## src/rtl/ad9228_train_ctrl_if.sv

```systemverilog
// SPI configuration write handshake between the training controller and the ADC SPI master.
// The controller holds cfg_req with a stable address and data until the master pulses cfg_ack.
interface ad9228_train_ctrl_if;
    logic        cfg_req;
    logic [12:0] cfg_addr;
    logic [7:0]  cfg_wdata;
    logic        cfg_ack;

    modport master (output cfg_req, cfg_addr, cfg_wdata, input cfg_ack);
    modport slave  (input cfg_req, cfg_addr, cfg_wdata, output cfg_ack);
endinterface

```

## src/rtl/ad9228_train_ctrl.sv

```systemverilog
// AD9228 link training: test-pattern config over SPI, per-channel word-boundary slip search, restore normal mode.
// Latency: SETTLE_CYCLES after config plus per-channel search; cfg_req holds until cfg_ack, start ignored while busy.
module ad9228_train_ctrl #(
    parameter int                          NUM_CH        = 4,
    parameter int                          DATA_WIDTH    = 12,
    parameter logic [DATA_WIDTH-1:0]       TRAIN_PATTERN = 12'hA5C,
    parameter logic [12:0]                 TEST_REG      = 13'h00D,
    parameter logic [7:0]                  TEST_VAL      = 8'h48,
    parameter logic [7:0]                  NORM_VAL      = 8'h00,
    parameter logic [12:0]                 XFER_REG      = 13'h0FF,
    parameter logic [7:0]                  XFER_VAL      = 8'h01,
    parameter int                          SETTLE_CYCLES = 64,
    parameter int                          MATCH_COUNT   = 16,
    parameter int                          MAX_SLIPS     = DATA_WIDTH
) (
    input  logic                           clk,
    input  logic                           rst,
    input  logic                           start,
    input  logic                           data_valid,
    input  logic [NUM_CH*DATA_WIDTH-1:0]   des_data,
    output logic [NUM_CH-1:0]              slip,
    ad9228_train_ctrl_if.master            cfg,
    output logic                           busy,
    output logic                           done,
    output logic                           fail,
    output logic [NUM_CH-1:0]              ch_locked
);

    localparam int MC_W = $clog2(MATCH_COUNT + 1);
    localparam int SC_W = $clog2(MAX_SLIPS + 1);
    localparam int HO_W = $clog2(SETTLE_CYCLES + 1);

    localparam logic [MC_W-1:0] MATCH_LAST  = MC_W'(MATCH_COUNT - 1);
    localparam logic [SC_W-1:0] SLIP_LIMIT  = SC_W'(MAX_SLIPS);
    localparam logic [HO_W-1:0] HOLD_LOAD   = HO_W'(SETTLE_CYCLES);
    localparam logic [HO_W-1:0] SETTLE_LAST = HO_W'(SETTLE_CYCLES - 1);

    typedef enum logic [2:0] {
        IDLE, WR_TEST, WR_XFER1, SETTLE, TRAIN, WR_NORM, WR_XFER2, FINISH
    } state_t;

    state_t              state_q, state_d;
    logic                cfg_req_q;
    logic [12:0]         cfg_addr_q, wr_addr;
    logic [7:0]          cfg_wdata_q, wr_data;
    logic                is_wr, acked, clr;
    logic                fail_q;
    logic [HO_W-1:0]     settle_q;

    logic [MC_W-1:0]     match_q  [NUM_CH];
    logic [SC_W-1:0]     slips_q  [NUM_CH];
    logic [HO_W-1:0]     hold_q   [NUM_CH];
    logic [NUM_CH-1:0]   locked_q, failed_q, slip_q, cmp_en;

    assign acked = cfg_req_q & cfg.cfg_ack;
    assign clr   = (state_q == IDLE) & start;

    always_ff @(posedge clk) begin
        if (rst) begin
            state_q <= IDLE;
        end else begin
            state_q <= state_d;
        end
    end

    always_comb begin
        state_d = state_q;
        is_wr   = 1'b0;
        wr_addr = '0;
        wr_data = '0;
        case (state_q)
            IDLE:     if (start) state_d = WR_TEST;
            WR_TEST: begin
                is_wr   = 1'b1;
                wr_addr = TEST_REG;
                wr_data = TEST_VAL;
                if (acked) state_d = WR_XFER1;
            end
            WR_XFER1: begin
                is_wr   = 1'b1;
                wr_addr = XFER_REG;
                wr_data = XFER_VAL;
                if (acked) state_d = SETTLE;
            end
            SETTLE:   if (settle_q == SETTLE_LAST) state_d = TRAIN;
            TRAIN:    if (&(locked_q | failed_q)) state_d = WR_NORM;
            WR_NORM: begin
                is_wr   = 1'b1;
                wr_addr = TEST_REG;
                wr_data = NORM_VAL;
                if (acked) state_d = WR_XFER2;
            end
            WR_XFER2: begin
                is_wr   = 1'b1;
                wr_addr = XFER_REG;
                wr_data = XFER_VAL;
                if (acked) state_d = FINISH;
            end
            FINISH:   state_d = IDLE;
            default:  state_d = IDLE;
        endcase
    end

    // Request rises one cycle after entering a write state, so cfg_req is always low for a cycle between writes.
    always_ff @(posedge clk) begin
        if (rst) begin
            cfg_req_q   <= 1'b0;
            cfg_addr_q  <= '0;
            cfg_wdata_q <= '0;
            settle_q    <= '0;
            fail_q      <= 1'b0;
        end else begin
            cfg_req_q   <= is_wr & ~acked;
            cfg_addr_q  <= wr_addr;
            cfg_wdata_q <= wr_data;
            settle_q    <= (state_q == SETTLE) ? settle_q + 1'b1 : '0;
            if (clr) begin
                fail_q <= 1'b0;
            end else if (state_q == WR_XFER2 && acked) begin
                fail_q <= |failed_q;
            end
        end
    end

    always_comb begin
        cmp_en = '0;
        for (int c = 0; c < NUM_CH; c++) begin
            cmp_en[c] = (state_q == TRAIN) && data_valid && (hold_q[c] == '0)
                        && !locked_q[c] && !failed_q[c];
        end
    end

    always_ff @(posedge clk) begin
        if (rst) begin
            locked_q <= '0;
            failed_q <= '0;
            slip_q   <= '0;
            for (int c = 0; c < NUM_CH; c++) begin
                match_q[c] <= '0;
                slips_q[c] <= '0;
                hold_q[c]  <= '0;
            end
        end else begin
            slip_q <= '0;
            for (int c = 0; c < NUM_CH; c++) begin
                if (hold_q[c] != '0) hold_q[c] <= hold_q[c] - 1'b1;
                if (clr) begin
                    match_q[c]  <= '0;
                    slips_q[c]  <= '0;
                    hold_q[c]   <= '0;
                    locked_q[c] <= 1'b0;
                    failed_q[c] <= 1'b0;
                end else if (cmp_en[c]) begin
                    if (des_data[c*DATA_WIDTH +: DATA_WIDTH] == TRAIN_PATTERN) begin
                        match_q[c] <= match_q[c] + 1'b1;
                        if (match_q[c] == MATCH_LAST) locked_q[c] <= 1'b1;
                    end else if (slips_q[c] != SLIP_LIMIT) begin
                        slip_q[c]  <= 1'b1;
                        slips_q[c] <= slips_q[c] + 1'b1;
                        match_q[c] <= '0;
                        hold_q[c]  <= HOLD_LOAD;
                    end else begin
                        failed_q[c] <= 1'b1;
                    end
                end
            end
        end
    end

    assign cfg.cfg_req   = cfg_req_q;
    assign cfg.cfg_addr  = cfg_addr_q;
    assign cfg.cfg_wdata = cfg_wdata_q;
    assign slip          = slip_q;
    assign busy          = (state_q != IDLE) && (state_q != FINISH);
    assign done          = (state_q == FINISH);
    assign fail          = fail_q;
    assign ch_locked     = locked_q;

endmodule

```

## src/flat_wrapper.sv

```systemverilog
// flat-port wrapper written by rule: the top's interface ports become plain ports
module ad9228_train_ctrl_flat 
#(
    parameter int                          NUM_CH        = 4,
    parameter int                          DATA_WIDTH    = 12,
    parameter logic [DATA_WIDTH-1:0]       TRAIN_PATTERN = 12'hA5C,
    parameter logic [12:0]                 TEST_REG      = 13'h00D,
    parameter logic [7:0]                  TEST_VAL      = 8'h48,
    parameter logic [7:0]                  NORM_VAL      = 8'h00,
    parameter logic [12:0]                 XFER_REG      = 13'h0FF,
    parameter logic [7:0]                  XFER_VAL      = 8'h01,
    parameter int                          SETTLE_CYCLES = 64,
    parameter int                          MATCH_COUNT   = 16,
    parameter int                          MAX_SLIPS     = DATA_WIDTH
)
  (clk, rst, start, data_valid, des_data, slip, busy, done, fail, ch_locked, cfg_cfg_req, cfg_cfg_addr, cfg_cfg_wdata, cfg_cfg_ack);
  ad9228_train_ctrl_if cfg_i ();
  input  logic clk;
  input  logic rst;
  input  logic start;
  input  logic data_valid;
  input  logic [NUM_CH*DATA_WIDTH-1:0] des_data;
  output logic [NUM_CH-1:0] slip;
  output logic busy;
  output logic done;
  output logic fail;
  output logic [NUM_CH-1:0] ch_locked;
  output wire logic [$bits(cfg_i.cfg_req)-1:0] cfg_cfg_req;
  output wire logic [$bits(cfg_i.cfg_addr)-1:0] cfg_cfg_addr;
  output wire logic [$bits(cfg_i.cfg_wdata)-1:0] cfg_cfg_wdata;
  input wire logic [$bits(cfg_i.cfg_ack)-1:0] cfg_cfg_ack;
  assign cfg_cfg_req = cfg_i.cfg_req;
  assign cfg_cfg_addr = cfg_i.cfg_addr;
  assign cfg_cfg_wdata = cfg_i.cfg_wdata;
  assign cfg_i.cfg_ack = cfg_cfg_ack;
  ad9228_train_ctrl #(.NUM_CH(NUM_CH), .DATA_WIDTH(DATA_WIDTH), .TRAIN_PATTERN(TRAIN_PATTERN), .TEST_REG(TEST_REG), .TEST_VAL(TEST_VAL), .NORM_VAL(NORM_VAL), .XFER_REG(XFER_REG), .XFER_VAL(XFER_VAL), .SETTLE_CYCLES(SETTLE_CYCLES), .MATCH_COUNT(MATCH_COUNT), .MAX_SLIPS(MAX_SLIPS)) u_core (.clk(clk), .rst(rst), .start(start), .data_valid(data_valid), .des_data(des_data), .slip(slip), .cfg(cfg_i), .busy(busy), .done(done), .fail(fail), .ch_locked(ch_locked));
endmodule
```

## config.mk

```make
export PLATFORM = sky130hd
export DESIGN_NAME = ad9228_train_ctrl_flat
export DESIGN_NICKNAME = d
export VERILOG_FILES = /design/src/rtl/ad9228_train_ctrl_if.sv /design/src/rtl/ad9228_train_ctrl.sv /design/src/flat_wrapper.sv
export SDC_FILE = /design/constraint.sdc
export NUM_CORES = 1
export LEC_CHECK = 0
export CORE_ASPECT_RATIO = 1.75
export CORE_MARGIN = 10
export CORE_UTILIZATION = 53
export DETAILED_ROUTE_END_ITERATION = 8
export HOLD_SLACK_MARGIN = 0.03
export PLACE_DENSITY_LB_ADDON = 0.15
export RECOVER_POWER = 50
export REMOVE_ABC_BUFFERS = 1
export SETUP_SLACK_MARGIN = 0.05
export SLEW_MARGIN = 5
export SYNTH_ARGS = -nofsm -noshare
export SYNTH_HDL_FRONTEND = slang
export SYNTH_SLANG_ARGS = --single-unit
```

## constraint.sdc

```tcl
create_clock -name clk -period 3.6 [get_ports clk]
set_input_delay 0.72 -clock clk [delete_from_list [all_inputs] [get_ports clk]]
set_output_delay 0.72 -clock clk [all_outputs]
set_load 0.02 [all_outputs]
```

==> results of run 1 <==
-- cells in the final DEF, fill, tap and decap left out, drive strengths merged, types with 2 or more instances in the layout --
cell type      count
nand2b             4
or3b               2
or3                8
o31ai              2
nor3b              2
nor4bb            12
a31oi              2
or4                3
conb              10
edfxtp            64
nand4              3
nand3             28
nand2             28
o21ai             14
a31o               2
and3               7
a21oi              9
or2                2
inv               42
ha                25
and2               2
o22ai              2
clkbuf            10
nor4               5
nor3              13
dlygate4sd3       24
clkdlybuf4s50     51
o21a               2
nor2              78
dfxtp             27
xor2              18
clkinv             6
xnor2             19
-- logic make-up (layout without fill, tap and decap cells) --
logic type               count (synthesis)  count (layout)  share of synthesized area, %
AO/OA/AOI/OAI                           38              38                          5.00
buffers and inverters                   73             135                          7.41
adder cells (fa/ha/maj)                 25              25                          6.61
AND/OR/NAND/NOR                        203             203                          22.0
XOR/XNOR                                37              37                          6.85
flip-flops                              91              91                          52.0
other                                    1              10                        0.0793
-- layer usage --
| layer | up-vias | track usage, % | routed length, µm |
|---|---|---|---|
| li1 | 1725 | - | - |
| met1 | 1569 | 14.7 | 3670 |
| met3 | 10 | 5.21 | 463 |
| met2 | 62 | 27.0 | 5190 |
| met4 | 0 | 5.43 | 142 |
| met5 | - | 0 | 0 |
-- cell usage after synthesis (3+ instances only) --
library cell   n  area [µm²]
nor2_1        73         274
edfxtp_1      64        1920
inv_1         42         158
nand2_1       28         105
nand3_1       28         140
dfxtp_1       27         541
ha_1          25         313
xnor2_1       19         166
buf_4         18         135
xor2_1        18         158
nor3_1        13        65.1
nor4bb_1      12         120
o21ai_0       12        60.1
clkbuf_1      10        37.5
a21oi_1        9        45.0
or3_1          8        50.1
and3_1         7        43.8
nor2_2         5        31.3
nor4_1         5        31.3
nand2b_1       4        25.0
nand4_1        3        18.8
-- worst reg2reg max path, cell delays in order, from the launching register on --
cell	delay (ps)
edfxtp_1	430
or4_1	650
or4_1	550
or3_1	480
nand3_1	270
-- power by group through the flow --
stage	clock [mW]	sequential, mW	combinational, mW
5_1_grt	0.906	1.44	0.903
4_1_cts	0.854	1.43	0.808
3_3_place_gp	0	1.44	0.782
2_1_floorplan	0	1.43	0.601
3_5_place_dp	0	1.45	0.798
6_report	0.836	1.43	0.792
-- metrics by stage --
step / util [%] / worst slack, ps / area (µm²) / cells / power [mW]
after floorplan: - / 949 / 4570 / 446 / 2.03
final: 65.8 / 830 / 5740 / 656 / 3.05
after detailed placement: 62.9 / 541 / 5490 / 640 / 2.25
after CTS: 65.9 / 881 / 5750 / 656 / 3.09
after global routing: 65.8 / 574 / 5740 / 656 / 3.25
after global placement: 62.9 / 595 / 5490 / 640 / 2.22
-- area by class of cell --
class	count	area, µm²
clock buffer	9	225
clock inverter	7	35.0
fill	738	2980
inverter	42	158
multi-input combinational	313	1950
sequential	91	2460
tap	117	146
timing repair buffer	77	762
-- state kept, by name, indices dropped and copies added (netlist names) --
signal and cells:
u_core.cfg.cfg_req 1, u_core.settle_q 7, u_core.failed_q 4, u_core.slip 4, u_core.cfg.cfg_wdata 1, u_core.ch_locked 4
u_core.cfg.cfg_addr 2, u_core.hold_q 28, u_core.fail 1, u_core.state_q 3, u_core.slips_q 16, u_core.match_q 20
-- worst paths after layout --
path / end / slack [ps]
setup / recovery: u_core.match_q[0][7]$_SDFFCE_PP0P_ / 830
hold / removal: u_core.settle_q[0]$_SDFF_PP0_ / 480
setup reg to reg: u_core.match_q[0][7]$_SDFFCE_PP0P_ / 900
hold reg to reg: u_core.settle_q[0]$_SDFF_PP0_ / 480
==> impl_metrics.json, run 1 <==
{
  "cellPowerDensity_mw_per_mm2": 532,
  "hp-class": "reg2reg",
  "insertion_delay_ps": 340,
  "ys_seq_area_share_pct": 52.0,
  "floorplan.initialDensity_pct": 54.2,
  "worst-endpoint-required_ps": 3630,
  "worst_setup_hold_path_clk_slew_ps": 60,
  "crit_start": "data_valid",
  "critPathMaxFanout": 7,
  "reg2reg_from": "u_core.hold_q[0][9]$_SDFFCE_PP0P_",
  "placement_rows": 45,
  "share_seq_of_total_power_pct": 46.7,
  "combPwrFrac_pct": 25.9,
  "status": "complete, no violations",
  "grtUsageTotal_pct": 14.8,
  "grt_antenna_before_repair": 0,
  "die_w_um": 91.4,
  "core_region_area_mm2": 0.00873,
  "timing.critical_path.cells": "dlygate4sd3_1 > nand4bb_1 > or4_1 > or3_1 > nand3_1",
  "synth.cell_area_mm2": 0.00473,
  "worst_setup_path_end_kind": "flop",
  "nNetsFinal": 612,
  "worst_vdd_rail_ir_drop_uv": 362,
  "die_area_mm2": 0.0133,
  "postSynth.topFlopCell": "edfxtp_1",
  "clock_tree.root_cell": "clkbuf_16",
  "starting_drc_count_in_detailed_routing": 133,
  "design.portCount": 86,
  "ff2ff_path_depth": 4,
  "avgSynthCellArea_um2": 10.1,
  "post_cts_buffers": 0,
  "cts_repair_resize_count": 0,
  "worstHoldStart": "u_core.settle_q[0]$_SDFF_PP0_",
  "min_path_cells": 1,
  "clkPwrFrac_pct": 27.4,
  "cts_buffers": 9,
  "period_minus_slack_ps": 2770,
  "worst_path_dominant_cell_family": "simple AND/OR/NAND/NOR gates",
  "setup_total_negative_slack_ps": 0,
  "hold-worst-slack_ps": 480,
  "fraction_of_power_spent_switching_nets_pct": 30.1,
  "cpMaxStageDelayCell": "or4_1",
  "synth_enable_flop_cells": 64,
  "final_weighted_congestion_in_routability_driven_placement": 0.764,
  "place.port_buffers": 75,
  "timing.slew.headroom_pct": 50.5,
  "leakage_nw": 2.30,
  "tritoncts_num_sinks": 91,
  "clock_tree.htree_level_count": 3,
  "rsz0062_at_grt": "false",
  "startpoint_type": "input port",
  "drt_drc_violations_left": 0,
  "finalCritPeriodShare_pct": 77.0,
  "ys.warnings.count": 0,
  "final_hold_viol_count": 0,
  "async_reset_ff_share_pct": 0,
  "max_clock_freq_mhz": 361,
  "synth_cell_types": 49,
  "post_drt_wl_per_cell_um": 14.4,
  "syn_to_final_growth_pct": 21.4,
  "grt_pass1_vias": 3520,
  "tritoncts": "built",
  "finalSetupViolCount": 0,
  "drive_above_1_share_pct": 5.19,
  "sw_power_mw": 0.921,
  "worst-path-stages": 5,
  "worst-slew-pin-transition_ps": 736,
  "cts_buffer_depth": 2,
  "firstDrtPassIters": 4,
  "wirelength_um": 9470,
  "drv.max_cap_violation_count": 0,
  "worstPathArrival_ps": 2800,
  "cp_slowest_stage_delay_ps": 580,
  "cts_hold_buffers": 0,
  "synth-seq-cells": 91,
  "grt_pass1_wl_um": 16000,
  "post-dp-hpwl_um": 7460,
  "dr_total_vias": 3366,
  "timing.final.max_slew_violations": 0,
  "cell_internal_pwr_mw": 2.13,
  "drt.antenna.violating_nets": 0,
  "grt_max_degree": 24,
  "die_h_um": 145,
  "worstPathBufferInverterCount": 1,
  "crit_type": "in2reg",
  "globalRoute.totalOverflow": 0,
  "post_drt_via_cell_ratio": 5.13,
  "insertedDiodeCount": 0,
  "synthCells": 468,
  "skew_final_ps": 4.22
}
(Power assumes the default switching activity.)
==> run 2, diff against run 1 <==
==> constraint.sdc (replaced) <==
create_clock -name clk -period 2.8 [get_ports clk]
set_input_delay 0.56 -clock clk [delete_from_list [all_inputs] [get_ports clk]]
set_output_delay 0.56 -clock clk [all_outputs]
set_load 0.02 [all_outputs]
==> run 2 against run 1 <==
Global-route usage up 0.32 points. Routed wire length up 2.7%. Final area is 2.2% higher. Clock skew up 2.0 ps. First-iteration DRC count down 16%. Via count increased by 3.3%. Highest routed layer unchanged.
==> impl_metrics.json, run 2 (synthesis results as in run 1) <==
{
  "status": "complete, no violations",
  "fillers": 720,
  "firstDrtPassIters": 4,
  "grt_pass1_wl_um": 16500,
  "pre_cts_ws_ps": 179,
  "tritoncts": "built",
  "die_area_mm2": 0.0133,
  "cts_buffers": 9,
  "timing.slew.headroom_pct": 49.3,
  "post-dp-hpwl_um": 7850,
  "floorplan.initialDensity_pct": 54.2,
  "core_region_area_mm2": 0.00873,
  "grtUsageTotal_pct": 15.1,
  "hp-class": "reg2reg",
  "total_power_mw": 4.15,
  "grt_pass1_vias": 3680,
  "leakage_nw": 2.36,
  "worst_slack_ps": 251,
  "placement_rows": 45,
  "tritoncts_num_sinks": 91,
  "drive_above_1_share_pct": 6.73,
  "place.port_buffers": 75,
  "area.sequential_mm2": 0.00246,
  "clock_tree.htree_level_count": 3,
  "nNetsFinal": 623,
  "detailed_place.area_mm2": 0.00557,
  "worst_vdd_rail_ir_drop_uv": 564,
  "die_w_um": 91.4,
  "final_hold_viol_count": 0,
  "largestRegisters": "u_core.hold_q: 28 flops, u_core.match_q: 20 flops, u_core.slips_q: 16 flops",
  "max_clock_freq_mhz": 392,
  "worstPathArrival_ps": 2580,
  "cts_buffer_depth": 2,
  "cts_hold_buffers": 0,
  "grt_max_degree": 18,
  "cpMaxStageDelayCell": "or4_1",
  "finalSetupViolCount": 0,
  "post_drt_via_cell_ratio": 5.21,
  "globalRoute.totalOverflow": 0,
  "cellPowerDensity_mw_per_mm2": 707,
  "largest_reg_flops": 28,
  "final_weighted_congestion_in_routability_driven_placement": 0.785,
  "insertedDiodeCount": 0,
  "period_minus_slack_ps": 2550,
  "crit_type": "reg2reg",
  "drv.max_cap_violation_count": 0,
  "drt.antenna.violating_nets": 0,
  "layout.cells.most_common": "nor2_1",
  "worst_setup_path_end_kind": "flop",
  "skew_final_ps": 6.19,
  "starting_drc_count_in_detailed_routing": 112,
  "setup_total_negative_slack_ps": 0,
  "wirelength_um": 9730,
  "syn_to_final_growth_pct": 24.0,
  "drt_drc_violations_left": 0,
  "multiInputGateArea_mm2": 0.00195,
  "finalCritPeriodShare_pct": 91.0,
  "worst-slew-pin-transition_ps": 752,
  "worst-endpoint-required_ps": 2830,
  "insertion_delay_ps": 350,
  "clock_tree.root_cell": "clkbuf_16",
  "hold-worst-slack_ps": 462,
  "cts_repair_resize_count": 0,
  "worst_setup_hold_path_clk_slew_ps": 60,
  "timing.final.max_slew_violations": 0,
  "rsz0062_at_grt": "false",
  "post_drt_wl_per_cell_um": 14.6,
  "startpoint_type": "flop",
  "dr_total_vias": 3476,
  "grt_antenna_before_repair": 0,
  "post_cts_buffers": 0,
  "cp_slowest_stage_delay_ps": 660,
  "layout_common_cells": "73 x nor2_1, 64 x edfxtp_1, 52 x clkdlybuf4s50_1",
  "max_flop_register": "u_core.hold_q",
  "critPathMaxFanout": 6,
  "finalInstanceArea_mm2": 0.00587,
  "die_h_um": 145,
  "timing.critical_path.cells": "or4_1 > or4_4 > or3_1 > nand3_1",
  "design.portCount": 86
}
## run 2: cell count changes in the layout (fill, tap and decap cells not counted), moves of 2 or more
cell       previous run  this run
clkinv_2              4         1
clkinv_1              2         0
clkinv_4              0         2
bufinv_16             0         2
buf_4                 1         8
clkbuf_1              1         6
## run 2: power by group
group          leakage, nW  internal, mW  switching, mW
sequential           0.934          1.70          0.142
clock                0.153         0.783          0.498
combinational         1.27         0.463          0.570
total                 2.36          2.94           1.21
## run 2: routing by layer
metal  vias up  global-route usage [%]  share of wire (%)
met3        23                    3.40                3.7
met5         -                       0                  0
met1      1632                    14.8                 38
met4         0                    8.35                3.2
met2        78                    27.8                 56
li1       1743                       -                  -
## run 2: layout make-up
cell class | instances | share of cell area (%)
Tap cell | 117 | 2.50
Multi-Input combinational cell | 313 | 33.3
Clock inverter | 6 | 1.54
Timing Repair Buffer | 88 | 14.1
Sequential cell | 91 | 42.0
Clock buffer | 10 | 3.90
Inverter | 42 | 2.69
## run 2: metrics by stage
step                cells  util [%]
floorplan             446         -
detailed placement    651      63.9
CTS                   667      67.5
global route          667      67.2
finish                667      67.2
global placement      651      63.9
## run 2: final timing paths
path                                     startpoint                                  to  slack (ps)  cells after the start
setup / recovery  u_core.hold_q[0][9]$_SDFFCE_PP0P_  u_core.match_q[0][9]$_SDFFCE_PP0P_         250                      4
hold / removal        u_core.settle_q[0]$_SDFF_PP0_       u_core.settle_q[0]$_SDFF_PP0_         460                      1
setup reg to reg  u_core.hold_q[0][9]$_SDFFCE_PP0P_  u_core.match_q[0][9]$_SDFFCE_PP0P_         250                      4
hold reg to reg       u_core.settle_q[0]$_SDFF_PP0_       u_core.settle_q[0]$_SDFF_PP0_         460                      1
## run 2: worst max-delay path: cells and delay by family (launching register included)
kind	cells	cell delay [ps]
AND/OR/NAND/NOR	4	1800
flip-flops	1	430
